### src/rtl/icache_axi_rd_bridge_if.sv
// rtl/icache_axi_rd_bridge_if.sv - refill request and AXI4 read-channel bundle for the icache bridge
interface icache_axi_rd_bridge_if #(
    parameter int ID_W = 4
);
    logic            rstart;
    logic [31:0]     raddr;
    logic [7:0]      rlen;
    logic            rok;
    logic [31:0]     rdata;
    logic            busy;
    logic            arvalid;
    logic            arready;
    logic [31:0]     araddr;
    logic [ID_W-1:0] arid;
    logic [7:0]      arlen;
    logic [2:0]      arsize;
    logic [1:0]      arburst;
    logic            rvalid;
    logic            rready;
    logic [31:0]     rdata_axi;
    logic [1:0]      rresp;
    logic            rlast;
    logic [ID_W-1:0] rid;
    logic            err_resp;
    logic            err_proto;

    // master: the bridge (cache-side responder, AXI read master)
    modport master (
        input  rstart, raddr, rlen, arready, rvalid, rdata_axi, rresp, rlast, rid,
        output rok, rdata, busy, arvalid, araddr, arid, arlen, arsize, arburst, rready,
               err_resp, err_proto
    );

    // slave: the environment (cache plus AXI memory)
    modport slave (
        output rstart, raddr, rlen, arready, rvalid, rdata_axi, rresp, rlast, rid,
        input  rok, rdata, busy, arvalid, araddr, arid, arlen, arsize, arburst, rready,
               err_resp, err_proto
    );
endinterface

### src/rtl/icache_axi_rd_bridge.sv
// rtl/icache_axi_rd_bridge.sv - icache refill to AXI4 INCR read bridge with 4 KiB split
module icache_axi_rd_bridge #(
    parameter int          ID_W        = 4,
    parameter int unsigned ARID_VAL    = 0,
    parameter int          BOUNDARY_LS = 12
) (
    input  logic                  clock,
    input  logic                  reset,
    icache_axi_rd_bridge_if.master bus
);
    localparam logic [ID_W-1:0] ARID        = ID_W'(ARID_VAL);
    localparam logic [31:0]     BOUND_BYTES = 32'd1 << BOUNDARY_LS;

    typedef enum logic [1:0] {S_IDLE, S_AR, S_R} state_e;

    state_e      state_q;
    logic        arvalid_q;
    logic [31:0] araddr_q;
    logic [7:0]  arlen_q;
    logic        rok_q;
    logic [31:0] rdata_q;
    logic        busy_q;
    logic        err_resp_q;
    logic        err_proto_q;
    logic [8:0]  beat_q;
    logic [8:0]  exp_q;
    logic        sec_valid_q;
    logic [31:0] sec_addr_q;
    logic [8:0]  sec_beats_q;
    logic        pend_valid_q;
    logic [31:0] pend_addr_q;
    logic [7:0]  pend_len_q;

    logic [31:0] src_addr_d;
    logic [7:0]  src_len_d;
    logic [31:0] base_d;
    logic [31:0] room_d;
    logic [31:0] sec_addr_d;
    logic [8:0]  total_d;
    logic [8:0]  first_beats_d;
    logic [8:0]  sec_beats_d;
    logic        split_d;
    logic        start_d;
    logic        r_hs_d;
    logic [8:0]  beat_inc_d;
    logic        hit_last_d;

    // A waiting request always wins over a fresh strobe so ordering is preserved.
    always_comb begin
        src_addr_d    = pend_valid_q ? pend_addr_q : bus.raddr;
        src_len_d     = pend_valid_q ? pend_len_q  : bus.rlen;
        base_d        = src_addr_d & ~32'd3;
        total_d       = {1'b0, src_len_d} + 9'd1;
        room_d        = (BOUND_BYTES - (base_d & (BOUND_BYTES - 32'd1))) >> 2;
        split_d       = {23'd0, total_d} > room_d;
        first_beats_d = split_d ? room_d[8:0] : total_d;
        sec_beats_d   = total_d - room_d[8:0];
        sec_addr_d    = base_d + {room_d[29:0], 2'b00};
        start_d       = pend_valid_q | bus.rstart;
        r_hs_d        = (state_q == S_R) && bus.rvalid && (bus.rid == ARID);
        beat_inc_d    = beat_q + 9'd1;
        hit_last_d    = (beat_inc_d == exp_q);
    end

    always_ff @(posedge clock or negedge reset) begin
        if (!reset) begin
            state_q      <= S_IDLE;
            arvalid_q    <= 1'b0;
            araddr_q     <= 32'd0;
            arlen_q      <= 8'd0;
            rok_q        <= 1'b0;
            rdata_q      <= 32'd0;
            busy_q       <= 1'b0;
            err_resp_q   <= 1'b0;
            err_proto_q  <= 1'b0;
            beat_q       <= 9'd0;
            exp_q        <= 9'd0;
            sec_valid_q  <= 1'b0;
            sec_addr_q   <= 32'd0;
            sec_beats_q  <= 9'd0;
            pend_valid_q <= 1'b0;
            pend_addr_q  <= 32'd0;
            pend_len_q   <= 8'd0;
        end else begin
            rok_q <= 1'b0;
            case (state_q)
                S_IDLE: begin
                    if (start_d) begin
                        state_q     <= S_AR;
                        arvalid_q   <= 1'b1;
                        araddr_q    <= base_d;
                        arlen_q     <= 8'(first_beats_d - 9'd1);
                        exp_q       <= first_beats_d;
                        sec_valid_q <= split_d;
                        sec_addr_q  <= sec_addr_d;
                        sec_beats_q <= sec_beats_d;
                        busy_q      <= 1'b1;
                    end
                end
                S_AR: begin
                    if (bus.arready) begin
                        arvalid_q <= 1'b0;
                        state_q   <= S_R;
                        beat_q    <= 9'd0;
                    end
                end
                S_R: begin
                    if (r_hs_d) begin
                        rok_q   <= 1'b1;
                        rdata_q <= bus.rdata_axi;
                        beat_q  <= beat_inc_d;
                        if (bus.rresp != 2'b00) begin
                            err_resp_q <= 1'b1;
                        end
                        if (bus.rlast && !hit_last_d) begin
                            // Truncated burst: abandon the rest of this request.
                            err_proto_q <= 1'b1;
                            sec_valid_q <= 1'b0;
                            state_q     <= S_IDLE;
                            busy_q      <= 1'b0;
                        end else if (hit_last_d) begin
                            if (!bus.rlast) begin
                                err_proto_q <= 1'b1;
                            end
                            if (sec_valid_q) begin
                                state_q     <= S_AR;
                                arvalid_q   <= 1'b1;
                                araddr_q    <= sec_addr_q;
                                arlen_q     <= 8'(sec_beats_q - 9'd1);
                                exp_q       <= sec_beats_q;
                                sec_valid_q <= 1'b0;
                            end else begin
                                state_q <= S_IDLE;
                                busy_q  <= 1'b0;
                            end
                        end
                    end
                end
                default: state_q <= S_IDLE;
            endcase

            // In IDLE a held request is launched this cycle, so the slot frees up
            // and can take a strobe arriving at the same time.
            if (state_q == S_IDLE) begin
                if (pend_valid_q) begin
                    pend_valid_q <= bus.rstart;
                    pend_addr_q  <= bus.raddr;
                    pend_len_q   <= bus.rlen;
                end
            end else if (bus.rstart) begin
                if (pend_valid_q) begin
                    err_proto_q <= 1'b1;
                end else begin
                    pend_valid_q <= 1'b1;
                    pend_addr_q  <= bus.raddr;
                    pend_len_q   <= bus.rlen;
                end
            end
        end
    end

    assign bus.arvalid   = arvalid_q;
    assign bus.araddr    = araddr_q;
    assign bus.arlen     = arlen_q;
    assign bus.arid      = ARID;
    assign bus.arsize    = 3'b010;
    assign bus.arburst   = 2'b01;
    assign bus.rready    = (state_q == S_R);
    assign bus.rok       = rok_q;
    assign bus.rdata     = rdata_q;
    assign bus.busy      = busy_q;
    assign bus.err_resp  = err_resp_q;
    assign bus.err_proto = err_proto_q;
endmodule

### src/flat_wrapper.sv
// flat-port wrapper written by rule: the top's interface ports become plain ports
module icache_axi_rd_bridge_flat 
#(
    parameter int          ID_W        = 4,
    parameter int unsigned ARID_VAL    = 0,
    parameter int          BOUNDARY_LS = 12
)
  (clock, reset, bus_rstart, bus_raddr, bus_rlen, bus_arready, bus_rvalid, bus_rdata_axi, bus_rresp, bus_rlast, bus_rid, bus_rok, bus_rdata, bus_busy, bus_arvalid, bus_araddr, bus_arid, bus_arlen, bus_arsize, bus_arburst, bus_rready, bus_err_resp, bus_err_proto);
  icache_axi_rd_bridge_if #(.ID_W(ID_W)) bus_i ();
  input  logic clock;
  input  logic reset;
  input wire logic [$bits(bus_i.rstart)-1:0] bus_rstart;
  input wire logic [$bits(bus_i.raddr)-1:0] bus_raddr;
  input wire logic [$bits(bus_i.rlen)-1:0] bus_rlen;
  input wire logic [$bits(bus_i.arready)-1:0] bus_arready;
  input wire logic [$bits(bus_i.rvalid)-1:0] bus_rvalid;
  input wire logic [$bits(bus_i.rdata_axi)-1:0] bus_rdata_axi;
  input wire logic [$bits(bus_i.rresp)-1:0] bus_rresp;
  input wire logic [$bits(bus_i.rlast)-1:0] bus_rlast;
  input wire logic [$bits(bus_i.rid)-1:0] bus_rid;
  output wire logic [$bits(bus_i.rok)-1:0] bus_rok;
  output wire logic [$bits(bus_i.rdata)-1:0] bus_rdata;
  output wire logic [$bits(bus_i.busy)-1:0] bus_busy;
  output wire logic [$bits(bus_i.arvalid)-1:0] bus_arvalid;
  output wire logic [$bits(bus_i.araddr)-1:0] bus_araddr;
  output wire logic [$bits(bus_i.arid)-1:0] bus_arid;
  output wire logic [$bits(bus_i.arlen)-1:0] bus_arlen;
  output wire logic [$bits(bus_i.arsize)-1:0] bus_arsize;
  output wire logic [$bits(bus_i.arburst)-1:0] bus_arburst;
  output wire logic [$bits(bus_i.rready)-1:0] bus_rready;
  output wire logic [$bits(bus_i.err_resp)-1:0] bus_err_resp;
  output wire logic [$bits(bus_i.err_proto)-1:0] bus_err_proto;
  assign bus_i.rstart = bus_rstart;
  assign bus_i.raddr = bus_raddr;
  assign bus_i.rlen = bus_rlen;
  assign bus_i.arready = bus_arready;
  assign bus_i.rvalid = bus_rvalid;
  assign bus_i.rdata_axi = bus_rdata_axi;
  assign bus_i.rresp = bus_rresp;
  assign bus_i.rlast = bus_rlast;
  assign bus_i.rid = bus_rid;
  assign bus_rok = bus_i.rok;
  assign bus_rdata = bus_i.rdata;
  assign bus_busy = bus_i.busy;
  assign bus_arvalid = bus_i.arvalid;
  assign bus_araddr = bus_i.araddr;
  assign bus_arid = bus_i.arid;
  assign bus_arlen = bus_i.arlen;
  assign bus_arsize = bus_i.arsize;
  assign bus_arburst = bus_i.arburst;
  assign bus_rready = bus_i.rready;
  assign bus_err_resp = bus_i.err_resp;
  assign bus_err_proto = bus_i.err_proto;
  icache_axi_rd_bridge #(.ID_W(ID_W), .ARID_VAL(ARID_VAL), .BOUNDARY_LS(BOUNDARY_LS)) u_core (.clock(clock), .reset(reset), .bus(bus_i));
endmodule
### config.mk
export PLATFORM = sky130hd
export DESIGN_NAME = icache_axi_rd_bridge_flat
export DESIGN_NICKNAME = d
export VERILOG_FILES = /design/src/rtl/icache_axi_rd_bridge_if.sv /design/src/rtl/icache_axi_rd_bridge.sv /design/src/flat_wrapper.sv
export SDC_FILE = /design/constraint.sdc
export NUM_CORES = 1
export LEC_CHECK = 0
export CAP_MARGIN = 10
export CORE_MARGIN = 2
export CORE_UTILIZATION = 40
export DETAILED_ROUTE_END_ITERATION = 6
export DONT_BUFFER_PORTS = 1
export MAX_ROUTING_LAYER = met4
export PLACE_DENSITY_LB_ADDON = 0.1
export SETUP_SLACK_MARGIN = 0.4
export SYNTH_ARGS = -nofsm -noshare
export SYNTH_HDL_FRONTEND = slang
export SYNTH_SLANG_ARGS = --single-unit
### constraint.sdc
create_clock -name clock -period 7.8 [get_ports clock]
set_input_delay 1.95 -clock clock [delete_from_list [all_inputs] [get_ports clock]]
set_output_delay 1.95 -clock clock [all_outputs]
set_load 0.02 [all_outputs]
==> impl_metrics.tcl, run 1 <==
set metrics [dict create \
    synth_cells 1037 \
    hpwlAfterDp_um 15700 \
    fp.coreArea_um2 23500 \
    vdd.ir_drop.worst_v 0.000181 \
    antenna_viol_nets_final 0 \
    routed_wire_length_per_instance_um 16.7 \
    post_synthesis_async_set_or_reset_flop_share_pct 100 \
    finalWorstPathRequiredPeriod_ps 6240 \
    finalHoldViolCount 0 \
    n_fill_cell 2320 \
    final_nets 1118 \
    cts_tree "yes" \
    layout_commonest_cell "sky130_fd_sc_hd__nand2_1" \
    initialDrtViolationCount 469 \
    hold_class "reg2reg" \
    timing_max_transition_violations_final 0 \
    synthAdderAreaFrac_pct 3.32 \
    clock_sinks 172 \
    clock_tree.htree_level_count 4 \
    maxClockFrequency_mhz 160 \
    areaGrowthSynthToFinish_pct 8.45 \
    setup_slack_ps 1560 \
    grt_max_degree 173 \
    synth_area_in_compound_gates_pct 12.8 \
    timing.final.crit_share_pct 80.0 \
    cts_resized 0 \
    cts_inserted_buffers 17 \
    ctsHoldBuffers 0 \
    max-slew-margin-rel_pct 29.8 \
    num_rows 56 \
    post_synth_mux_area_share_pct 9.63 \
    cts.clk_slew.worst_paths_ps 70 \
    synth_simple_gate_area_share_pct 18.7 \
    cts_max_path_buffers 2 \
    final_layout_size_suffix_gt1_share_pct 10.7 \
    global_route_wire_length_before_repair_um 35400 \
    cp.arrival_ps 6510 \
    routed-via-count 6907 \
    total_leakage_power_nw 4.67 \
    multi_input_comb_area_um2 4920 \
    synth.ff_latch_count 172 \
    grt_setup_unrepaired "false" \
    critical_path.max_fanout 13 \
    synth_seq_area_share_pct 45.1 \
    summed_negative_setup_slack_over_all_endpoints_ps 0 \
    grt_overflow 0 \
    synth-warning-count 0 \
    ff_latch_area_um2 4310 \
    number_of_synthesized_flops_with_an_enable_pin 0 \
    pre_cts_ws_ps 1140 \
    timing.critical_path.to_type "flop" \
    vias_per_cell 5.14 \
    die_area_um2 25100 \
    num_antenna_cells 0 \
    final-setup-viol-count 0 \
    dominant_combinational_cell_family_by_area_after_synthesis "simple AND/OR/NAND/NOR gates" \
    worst-setup-path-type "in2reg" \
    maxCapViolations 0 \
    numPortBuffers 0 \
    yosysUniqueCellTypes 70 \
    vias_in_the_first_global_route 6552 \
    power.density_cell_area_nw_per_um2 505 \
    drt-total-wl_um 22500 \
    max_slew.worst_pin.slew_ps 1050 \
    synth-xor-area-share_pct 6.36 \
    gpl_congestion 0.890 \
    die_height_um 158 \
    grt_util_overall_pct 18.6 \
    ctsRootBufferMaster "sky130_fd_sc_hd__clkbuf_16" \
    syn_area_cell_um2 9.20 \
    worstSkewPairLatency_ps 430 \
    start_util_pct 40.6 \
    antenna_found_initial 0 \
    floorplan.die.width_um 158 \
    cp.required_ps 8070 \
    synth_area_um2 9540 \
    drt_first_pass_iters 4 \
    cp-start-kind "input pin" \
    worst_clock_skew_ps 14.7 \
    drcViolationCount 0 \
    layout.cells.most_common_list "213 x sky130_fd_sc_hd__nand2_1, 171 x sky130_fd_sc_hd__dfrtp_1, 105 x sky130_fd_sc_hd__o21ai_0" \
    synth-main-ff-cell "sky130_fd_sc_hd__dfrtp_1" \
    fin_total_pwr_mw 5.22 \
    post_cts_buffers 0 \
    io_pins 171 \
    status "completed" \
]
==> report_power, final <==
part | switching, mW | internal [mW]
registers | 0.494 | 1.29
clock network | 0.388 | 0.479
logic | 1.48 | 1.09
==> cells by family (layout without fill, tap and decap cells) <==
group | Yosys count | in the layout
AOI/OAI and AO/OA | 207 | 207
xor gates and xnor gates | 66 | 66
adders and majority gates | 25 | 25
buffers and inverters | 82 | 60
DFF | 172 | 172
muxes | 85 | 85
other | 2 | 11
and+or+nand+nor | 398 | 398
==> synth_stat cells, drive strengths merged (3+ instances only) <==
| cell type | n | share of area [%] |
|---|---|---|
| nand2 | 213 | 8.4 |
| dfrtp | 172 | 45 |
| o21ai | 109 | 5.7 |
| nor2 | 74 | 2.9 |
| a21oi | 48 | 2.5 |
| mux2 | 48 | 5.7 |
| xnor2 | 40 | 3.7 |
| mux2i | 37 | 4.0 |
| clkbuf | 35 | 1.4 |
| buf | 26 | 1.8 |
| xor2 | 24 | 2.2 |
| nand3 | 23 | 1.2 |
| ha | 22 | 2.9 |
| nor3 | 20 | 1.1 |
| inv | 19 | 0.75 |
| nand2b | 12 | 0.79 |
| nor2b | 9 | 0.59 |
| nand4 | 8 | 0.68 |
| and2 | 6 | 0.39 |
| nor4 | 6 | 0.39 |
| a31oi | 5 | 0.39 |
| nor3b | 5 | 0.39 |
| o31ai | 5 | 0.39 |
| or2 | 5 | 0.33 |
| or3 | 5 | 0.33 |
| a21o | 4 | 0.31 |
| o21bai | 4 | 0.31 |
| o41ai | 4 | 0.45 |
| a211oi | 3 | 0.37 |
| nand3b | 3 | 0.37 |
| o211ai | 3 | 0.24 |
| o21a | 3 | 0.24 |
| or4 | 3 | 0.24 |
==> area by class of cell <==
type / instances / area share [%]
well taps: 319 / 3.86
inverters: 21 / 0.762
clock buffers: 18 / 4.15
repair buffers: 7 / 0.508
clock inverters: 14 / 1.55
flip-flops and latches: 172 / 41.6
multi-input cells: 792 / 47.5
==> state kept, by name, summed over array words and instances, names as in the netlist <==
register and count:
u_core.sec_valid_q 1, u_core.bus.rdata 32, u_core.exp_q 9, u_core.bus.err_resp 1
u_core.pend_addr_q 30, u_core.bus.arlen 8, u_core.state_q 2, u_core.bus.rok 1
u_core.bus.araddr 30, u_core.sec_addr_q 28, u_core.sec_beats_q 9, u_core.bus.err_proto 1
u_core.pend_len_q 8, u_core.bus.busy 1, u_core.pend_valid_q 1, u_core.bus.arvalid 1
u_core.beat_q 9
==> through the flow <==
stage / hold slack, ps / util (%) / area [um^2] / cells
after floorplan: 437 / - / 9570 / 1046
after global placement: 457 / 41.6 / 9760 / 1311
after detailed placement: 461 / 41.6 / 9760 / 1311
after global routing: 495 / 44.1 / 10300 / 1343
final: 470 / 44.1 / 10300 / 1343
after CTS: 476 / 44.1 / 10300 / 1343
==> path summary, 6_finish.rpt <==
kind,from,to,slack [ps],depth (start not counted)
max in group asynchronous,reset,u_core.sec_beats_q[3],6260,0
worst max-delay path,bus_raddr[2],u_core.bus.arlen[7],1560,16
worst min register to register,u_core.sec_beats_q[5],u_core.sec_beats_q[5],470,2
worst max register to register,u_core.pend_valid_q,u_core.bus.arlen[7],2180,16
worst min-delay path,u_core.sec_beats_q[5],u_core.sec_beats_q[5],470,2
min in group asynchronous,reset,u_core.bus.rdata[30],1210,0
==> routing by layer <==
layer  vias to the layer above  wire length, um  GRT usage [%]
met5                         -                0              -
li1                       3496                -              -
met3                        17             1550           5.12
met2                       170             9770           28.1
met4                         0              249           4.38
met1                      3224            10900           25.0
==> critical path, cell delays in order <==
cell and delay, ps:
sky130_fd_sc_hd__mux2i_1 480, sky130_fd_sc_hd__ha_1 410, sky130_fd_sc_hd__o221ai_1 220, sky130_fd_sc_hd__or2_2 340, sky130_fd_sc_hd__nor2_1 180, sky130_fd_sc_hd__ha_1 300, sky130_fd_sc_hd__ha_1 360, sky130_fd_sc_hd__nand4_1 110
sky130_fd_sc_hd__nor3_1 60, sky130_fd_sc_hd__nand4_1 80, sky130_fd_sc_hd__o211ai_1 350, sky130_fd_sc_hd__nor3_1 670, sky130_fd_sc_hd__nor3_1 110, sky130_fd_sc_hd__a221oi_1 550, sky130_fd_sc_hd__a31o_1 230, sky130_fd_sc_hd__a31oi_1 80
Note: power is estimated with default switching activity, not from simulation.
==> inputs of run 2 (changes only) <==
Clock period 7.8 ns to 5.9 ns, I/O delays scaled along.
==> run 2 against run 1 <==
Compared with the run above:
- non-clock buffer count grew 8
- register-to-register slack lost 1200 ps
- critical path type unchanged
- flip-flop and latch count is the same
- global-route usage grew 0.21 points
- utilization grew 0.29 points
==> impl_metrics.tcl, run 2 (same netlist as run 1, synthesis figures left out) <==
set metrics [dict create \
    status "completed" \
    die_height_um 158 \
    cts_tree "yes" \
    drcViolationCount 0 \
    drt_first_pass_iters 5 \
    final_nets 1126 \
    global_route_wire_length_before_repair_um 35800 \
    whs_ps 477 \
    floorplan.die.width_um 158 \
    max-slew-margin-rel_pct 31.0 \
    max_slew.worst_pin.slew_ps 1030 \
    worst-setup-path-type "in2reg" \
    postLayoutCoreUtil_pct 44.4 \
    maxClockFrequency_mhz 198 \
    timing_max_transition_violations_final 0 \
    timing.rr.start "u_core.pend_valid_q" \
    gpl_congestion 0.869 \
    layout_commonest_cell "sky130_fd_sc_hd__nand2_1" \
    io_pins 171 \
    initialDrtViolationCount 478 \
    busiest_layer "met1" \
    maxCapViolations 0 \
    hold_path.startpoint "u_core.sec_beats_q[1]" \
    setup_slack_ps 852 \
    clock_sinks 172 \
    grt_setup_unrepaired "false" \
    rr_endpoint "u_core.bus.arlen[4]" \
    routed_wire_length_per_instance_um 16.9 \
    grt_overflow 0 \
    hpwlAfterDp_um 15800 \
    post_cts_buffers 0 \
    final_layout_size_suffix_gt1_share_pct 11.5 \
    timing.final.crit_share_pct 85.6 \
    r2r_setup_slack_ps 960 \
    worstSkewPairLatency_ps 420 \
    largest_reg_flops 32 \
    num_antenna_cells 0 \
    num_rows 56 \
    grt.met2_usage_pct 26.7 \
    summed_negative_setup_slack_over_all_endpoints_ps 0 \
    timing.critical_path.to_type "flop" \
    cts.clk_slew.worst_paths_ps 70 \
    total_leakage_power_nw 4.72 \
    cts_resized 0 \
    pre_cts_ws_ps 382 \
    grt_use_met1_pct 26.8 \
    ctsHoldBuffers 0 \
    min_delay_worst_endpoint "u_core.sec_beats_q[1]" \
    vdd.ir_drop.worst_v 0.000231 \
    areaGrowthSynthToFinish_pct 9.17 \
    numPortBuffers 0 \
    finalHoldViolCount 0 \
    fp.coreArea_um2 23500 \
    critical_path.max_fanout 7 \
    power.density_cell_area_nw_per_um2 670 \
    cts_max_path_buffers 2 \
    worst_clock_skew_ps 12.6 \
    clock_tree.htree_level_count 4 \
    antenna_found_initial 0 \
    global_route.usage.met3_pct 4.57 \
    ctsRootBufferMaster "sky130_fd_sc_hd__clkbuf_16" \
    antenna_viol_nets_final 0 \
    r2r_cells 19 \
    routed-via-count 6944 \
    layout.cells.most_common_list "213 x sky130_fd_sc_hd__nand2_1, 171 x sky130_fd_sc_hd__dfrtp_1, 105 x sky130_fd_sc_hd__o21ai_0" \
    cp.required_ps 6180 \
    whs_path_depth 2 \
    drt-total-wl_um 22800 \
    cp-start-kind "input pin" \
    final-setup-viol-count 0 \
    finalWorstPathRequiredPeriod_ps 5050 \
    hold_class "reg2reg" \
    start_util_pct 40.6 \
    grt_max_degree 173 \
    vias_in_the_first_global_route 6466 \
    grt_util_overall_pct 18.8 \
    cp.arrival_ps 5330 \
    die_area_um2 25100 \
    cts_inserted_buffers 17 \
    vias_per_cell 5.14 \
]
run 2: how the worst max path moves through the flow:
stage | end | from
6_report | u_core.bus.arlen[4] | bus_raddr[3]
5_1_grt | u_core.bus.arlen[4] | bus_raddr[3]
4_1_cts | u_core.bus.arlen[4] | bus_raddr[3]
3_5_place_dp | u_core.bus.arlen[4] | bus_raddr[3]
3_3_place_gp | u_core.bus.arlen[4] | bus_raddr[3]
2_1_floorplan | u_core.bus.arlen[5] | u_core.pend_valid_q
run 2: worst max-delay path, cell delays in order:
cell and delay (ps):
sky130_fd_sc_hd__mux2i_2 250, sky130_fd_sc_hd__ha_1 230, sky130_fd_sc_hd__o221ai_1 170, sky130_fd_sc_hd__or2_2 330, sky130_fd_sc_hd__nor2_1 230, sky130_fd_sc_hd__ha_1 310, sky130_fd_sc_hd__ha_1 360, sky130_fd_sc_hd__nand4_1 100
sky130_fd_sc_hd__nor3_1 160, sky130_fd_sc_hd__nand4_1 110, sky130_fd_sc_hd__o211ai_1 300, sky130_fd_sc_hd__buf_4 230, sky130_fd_sc_hd__nor3_1 60, sky130_fd_sc_hd__nor3_2 360, sky130_fd_sc_hd__inv_1 80, sky130_fd_sc_hd__ha_1 260
sky130_fd_sc_hd__nand3_1 110, sky130_fd_sc_hd__xnor2_1 120, sky130_fd_sc_hd__o21ai_0 80
run 2: stage by stage:
stage          area, um^2  power (mW)  cells
2_1_floorplan        9590        5.07   1046
3_3_place_gp         9820        5.83   1319
3_5_place_dp         9820        5.87   1319
4_1_cts             10400        7.06   1350
5_1_grt             10400        7.61   1350
6_report            10400        6.98   1350
run 2: layer usage:
| layer | share of wire, % | vias up |
|---|---|---|
| met5 | 0 | - |
| met4 | 1.4 | 0 |
| met3 | 6.4 | 19 |
| met2 | 42 | 182 |
| met1 | 50 | 3248 |
| li1 | - | 3495 |
run 2: cell type report:
class	instances	area [um^2]
Tap cell	319	399
Timing Repair Buffer	15	113
Clock buffer	20	457
Multi-Input combinational cell	792	4930
Fill cell	2282	13100
Inverter	21	78.8
Clock inverter	11	133
Sequential cell	172	4310
run 2: power by group:
part	switching, mW	leakage [nW]	internal (mW)	total [mW]
logic	1.97	2.28	1.48	3.45
registers	0.662	2.15	1.71	2.37
clock network	0.502	0.290	0.653	1.15
==> inputs of run 3 (changes only) <==
Settings changed: ABC_AREA set to 1.
==> run 3 against run 2 <==
Compared with the run above:
- cell count rose by 24%
- clock power rose by 3%
- first-iteration DRC count rose by 37%
- critical path type unchanged
- die area rose by 6.7%
- sequential share of layout area fell by 2.2 points
- design area rose by 5.6%
- largest cell class unchanged
- wire length rose by 19%
- count of clock-buffer cells in the layout fell by 3
- global-route usage rose by 2.3 points
- synthesized cell count rose by 32%
- fmax rose by 5.9%
==> impl_metrics.tcl, run 3 <==
set metrics [dict create \
    largest_reg_flops 32 \
    num_antenna_cells 0 \
    status "completed" \
    grt_util_overall_pct 21.2 \
    routed_wire_length_per_instance_um 16.1 \
    vdd.ir_drop.worst_v 0.000307 \
    ctsRootBufferMaster "sky130_fd_sc_hd__clkbuf_16" \
    postLayoutCoreUtil_pct 43.8 \
    finalWorstPathRequiredPeriod_ps 4770 \
    die_height_um 164 \
    fp.coreArea_um2 25100 \
    floorplan.die.width_um 164 \
    hold_class "reg2reg" \
    library_cell_occupying_the_most_area_in_the_post_synthesis_netlist "sky130_fd_sc_hd__dfrtp_1" \
    worst_clock_skew_ps 22.9 \
    timing.rr.start "u_core.pend_valid_q" \
    initialDrtViolationCount 653 \
    r2r_cells 27 \
    synth.most_common_cell "sky130_fd_sc_hd__nand2_1" \
    numPortBuffers 0 \
    post_cts_buffers 0 \
    cts_tree "yes" \
    final_nets 1442 \
    hpwlAfterDp_um 19200 \
    cts_max_path_buffers 2 \
    vias_per_cell 4.99 \
    synth_cells 1367 \
    die_area_um2 26800 \
    synthTopCellsByArea "sky130_fd_sc_hd__dfrtp_1 42%, sky130_fd_sc_hd__nand2_1 15%, sky130_fd_sc_hd__o21ai_0 7.2%" \
    post_synthesis_async_set_or_reset_flop_share_pct 100 \
    syn_area_cell_um2 7.46 \
    whs_path_depth 2 \
    hold_path.startpoint "u_core.sec_beats_q[1]" \
    antenna_found_initial 0 \
    drt_first_pass_iters 5 \
    gpl_congestion 0.869 \
    synth_top_cells_by_count "408 x sky130_fd_sc_hd__nand2_1, 172 x sky130_fd_sc_hd__dfrtp_1, 146 x sky130_fd_sc_hd__o21ai_0" \
    synth_largest_type_area_fraction_pct 42.2 \
    routed-via-count 8376 \
    power.density_cell_area_nw_per_um2 743 \
    num_rows 58 \
    synth.ff_latch_count 172 \
    worstSkewPairLatency_ps 450 \
    critical_path.max_fanout 10 \
    cts_inserted_buffers 17 \
    cp.arrival_ps 5100 \
    antenna_viol_nets_final 0 \
    maxCapViolations 0 \
    timing_max_transition_violations_final 0 \
    rr_endpoint "u_core.bus.arlen[4]" \
    final-setup-viol-count 0 \
    clock_sinks 172 \
    layout_commonest_cell "sky130_fd_sc_hd__nand2_1" \
    cts_resized 0 \
    start_util_pct 40.6 \
    fin_total_pwr_mw 8.18 \
    cts.clk_slew.worst_paths_ps 80 \
    synth-warning-count 0 \
    grt_setup_unrepaired "false" \
    finalHoldViolCount 0 \
    layout.cells.most_common_list "408 x sky130_fd_sc_hd__nand2_1, 171 x sky130_fd_sc_hd__dfrtp_1, 145 x sky130_fd_sc_hd__o21ai_0" \
    clock_tree.htree_level_count 4 \
    synth_area_um2 10200 \
    total_leakage_power_nw 5.38 \
    areaGrowthSynthToFinish_pct 7.93 \
    cp-start-kind "input pin" \
    timing.critical_path.to_type "flop" \
    ctsHoldBuffers 0 \
    worst-setup-path-type "in2reg" \
    final_layout_size_suffix_gt1_share_pct 9.42 \
    maxClockFrequency_mhz 210 \
    global_route_wire_length_before_repair_um 43200 \
    synth-main-ff-cell "sky130_fd_sc_hd__dfrtp_1" \
    number_of_synthesized_flops_with_an_enable_pin 0 \
    post-place-cells 1646 \
    synth_seq_area_share_pct 42.2 \
    r2r_setup_slack_ps 1510 \
    summed_negative_setup_slack_over_all_endpoints_ps 0 \
    grt_max_degree 173 \
    layoutNonFillerInstCount 1678 \
    vias_in_the_first_global_route 7809 \
    io_pins 171 \
    grt_overflow 0 \
    timing.final.crit_share_pct 80.8 \
    whs_ps 475 \
    n_fill_cell 2607 \
    cp.required_ps 6230 \
    min_delay_worst_endpoint "u_core.sec_beats_q[1]" \
    drcViolationCount 0 \
    max_slew.worst_pin.slew_ps 1020 \
    max-slew-margin-rel_pct 31.6 \
    yosysUniqueCellTypes 52 \
    drt-total-wl_um 27000 \
]
## run 3: changes by cell type in the layout (fill, tap and decap cells not counted), moves of 13 or more
| cell | delta |
|---|---|
| sky130_fd_sc_hd__o21ai_1 | +13 |
| sky130_fd_sc_hd__nand3_1 | +47 |
| sky130_fd_sc_hd__a31oi_1 | +18 |
| sky130_fd_sc_hd__o22ai_1 | +29 |
| sky130_fd_sc_hd__a21oi_1 | -30 |
| sky130_fd_sc_hd__nand2_1 | +195 |
| sky130_fd_sc_hd__o21ai_0 | +40 |
| sky130_fd_sc_hd__inv_1 | +118 |
| sky130_fd_sc_hd__mux2i_1 | -34 |
| sky130_fd_sc_hd__mux2_2 | -48 |
| sky130_fd_sc_hd__xnor2_1 | -34 |
| sky130_fd_sc_hd__nor2_2 | +13 |
| sky130_fd_sc_hd__nor2_1 | +28 |
| sky130_fd_sc_hd__nand2_2 | +23 |
## run 3: layer usage
| layer | vias up | track usage, % | part of all wire, % |
|---|---|---|---|
| met5 | - | - | 0 |
| li1 | 4342 | - | - |
| met3 | 17 | 4.90 | 7.4 |
| met1 | 3800 | 32.1 | 52 |
| met4 | 0 | 4.31 | 0.74 |
| met2 | 217 | 28.4 | 40 |
## run 3: power breakdown
part	leakage [nW]	total, mW	internal, mW	switching (mW)
sequential	2.13	2.37	1.75	0.618
combinational	2.95	4.62	1.47	3.14
clock	0.304	1.19	0.590	0.603
total	5.38	8.18	3.81	4.36
## run 3: metrics by stage
step           setup slack (ps)  area [um^2]
2_1_floorplan              1310        10200
3_3_place_gp                746        10400
3_5_place_dp                656        10400
4_1_cts                    1130        11000
5_1_grt                     800        11000
6_report                   1130        11000
## run 3: cells by family after synthesis
family / count (synthesis) / synth area share, %
AND/OR/NAND/NOR: 666 / 29.0
AO/OA/AOI/OAI: 259 / 14.4
buffers and inverters: 218 / 9.00
flip-flops: 172 / 42.2
XOR/XNOR: 27 / 2.39
adder cells (fa/ha/maj): 23 / 2.90
other: 2 / 0.0737
## run 3: worst max path at each step
stage | slack (ps) | from | to
after floorplan | 1310 | bus_raddr[2] | u_core.bus.arlen[4]
after global placement | 750 | bus_raddr[2] | u_core.bus.arlen[4]
after detailed placement | 660 | bus_raddr[2] | u_core.bus.arlen[4]
after CTS | 1130 | bus_raddr[2] | u_core.bus.arlen[4]
after global routing | 800 | bus_raddr[2] | u_core.bus.arlen[4]
final | 1130 | bus_raddr[2] | u_core.bus.arlen[4]
## run 3: final cells by class
cell class | count | area (um^2) | area share (%)
Inverter | 149 | 562 | 5.11
Multi-Input combinational cell | 986 | 5020 | 45.6
Clock inverter | 15 | 206 | 1.88
Timing Repair Buffer | 9 | 67.6 | 0.614
Clock buffer | 17 | 425 | 3.87
Sequential cell | 172 | 4310 | 39.1
Tap cell | 330 | 413 | 3.75
## run 3: worst max-delay path, stage by stage
cell	delay, ps
sky130_fd_sc_hd__inv_1	40
sky130_fd_sc_hd__o21ai_2	110
sky130_fd_sc_hd__inv_1	240
sky130_fd_sc_hd__ha_1	310
sky130_fd_sc_hd__nand3_4	130
sky130_fd_sc_hd__nor2_8	180
sky130_fd_sc_hd__nand3_4	110
sky130_fd_sc_hd__nor2_1	140
sky130_fd_sc_hd__ha_1	290
sky130_fd_sc_hd__ha_1	330
sky130_fd_sc_hd__nand2_1	70
sky130_fd_sc_hd__nor2_2	140
sky130_fd_sc_hd__nand3_1	110
sky130_fd_sc_hd__nor2_2	210
sky130_fd_sc_hd__nor2_8	90
sky130_fd_sc_hd__nand2_8	110
sky130_fd_sc_hd__nand2_1	70
sky130_fd_sc_hd__nand3_1	70
sky130_fd_sc_hd__o21ai_1	80
sky130_fd_sc_hd__inv_2	120
sky130_fd_sc_hd__ha_1	170
sky130_fd_sc_hd__inv_1	70
sky130_fd_sc_hd__nor2_4	140
sky130_fd_sc_hd__nand2_1	60
sky130_fd_sc_hd__nand2_1	60
sky130_fd_sc_hd__nand2_1	60
sky130_fd_sc_hd__nand2_1	60
sky130_fd_sc_hd__nand2_1	50
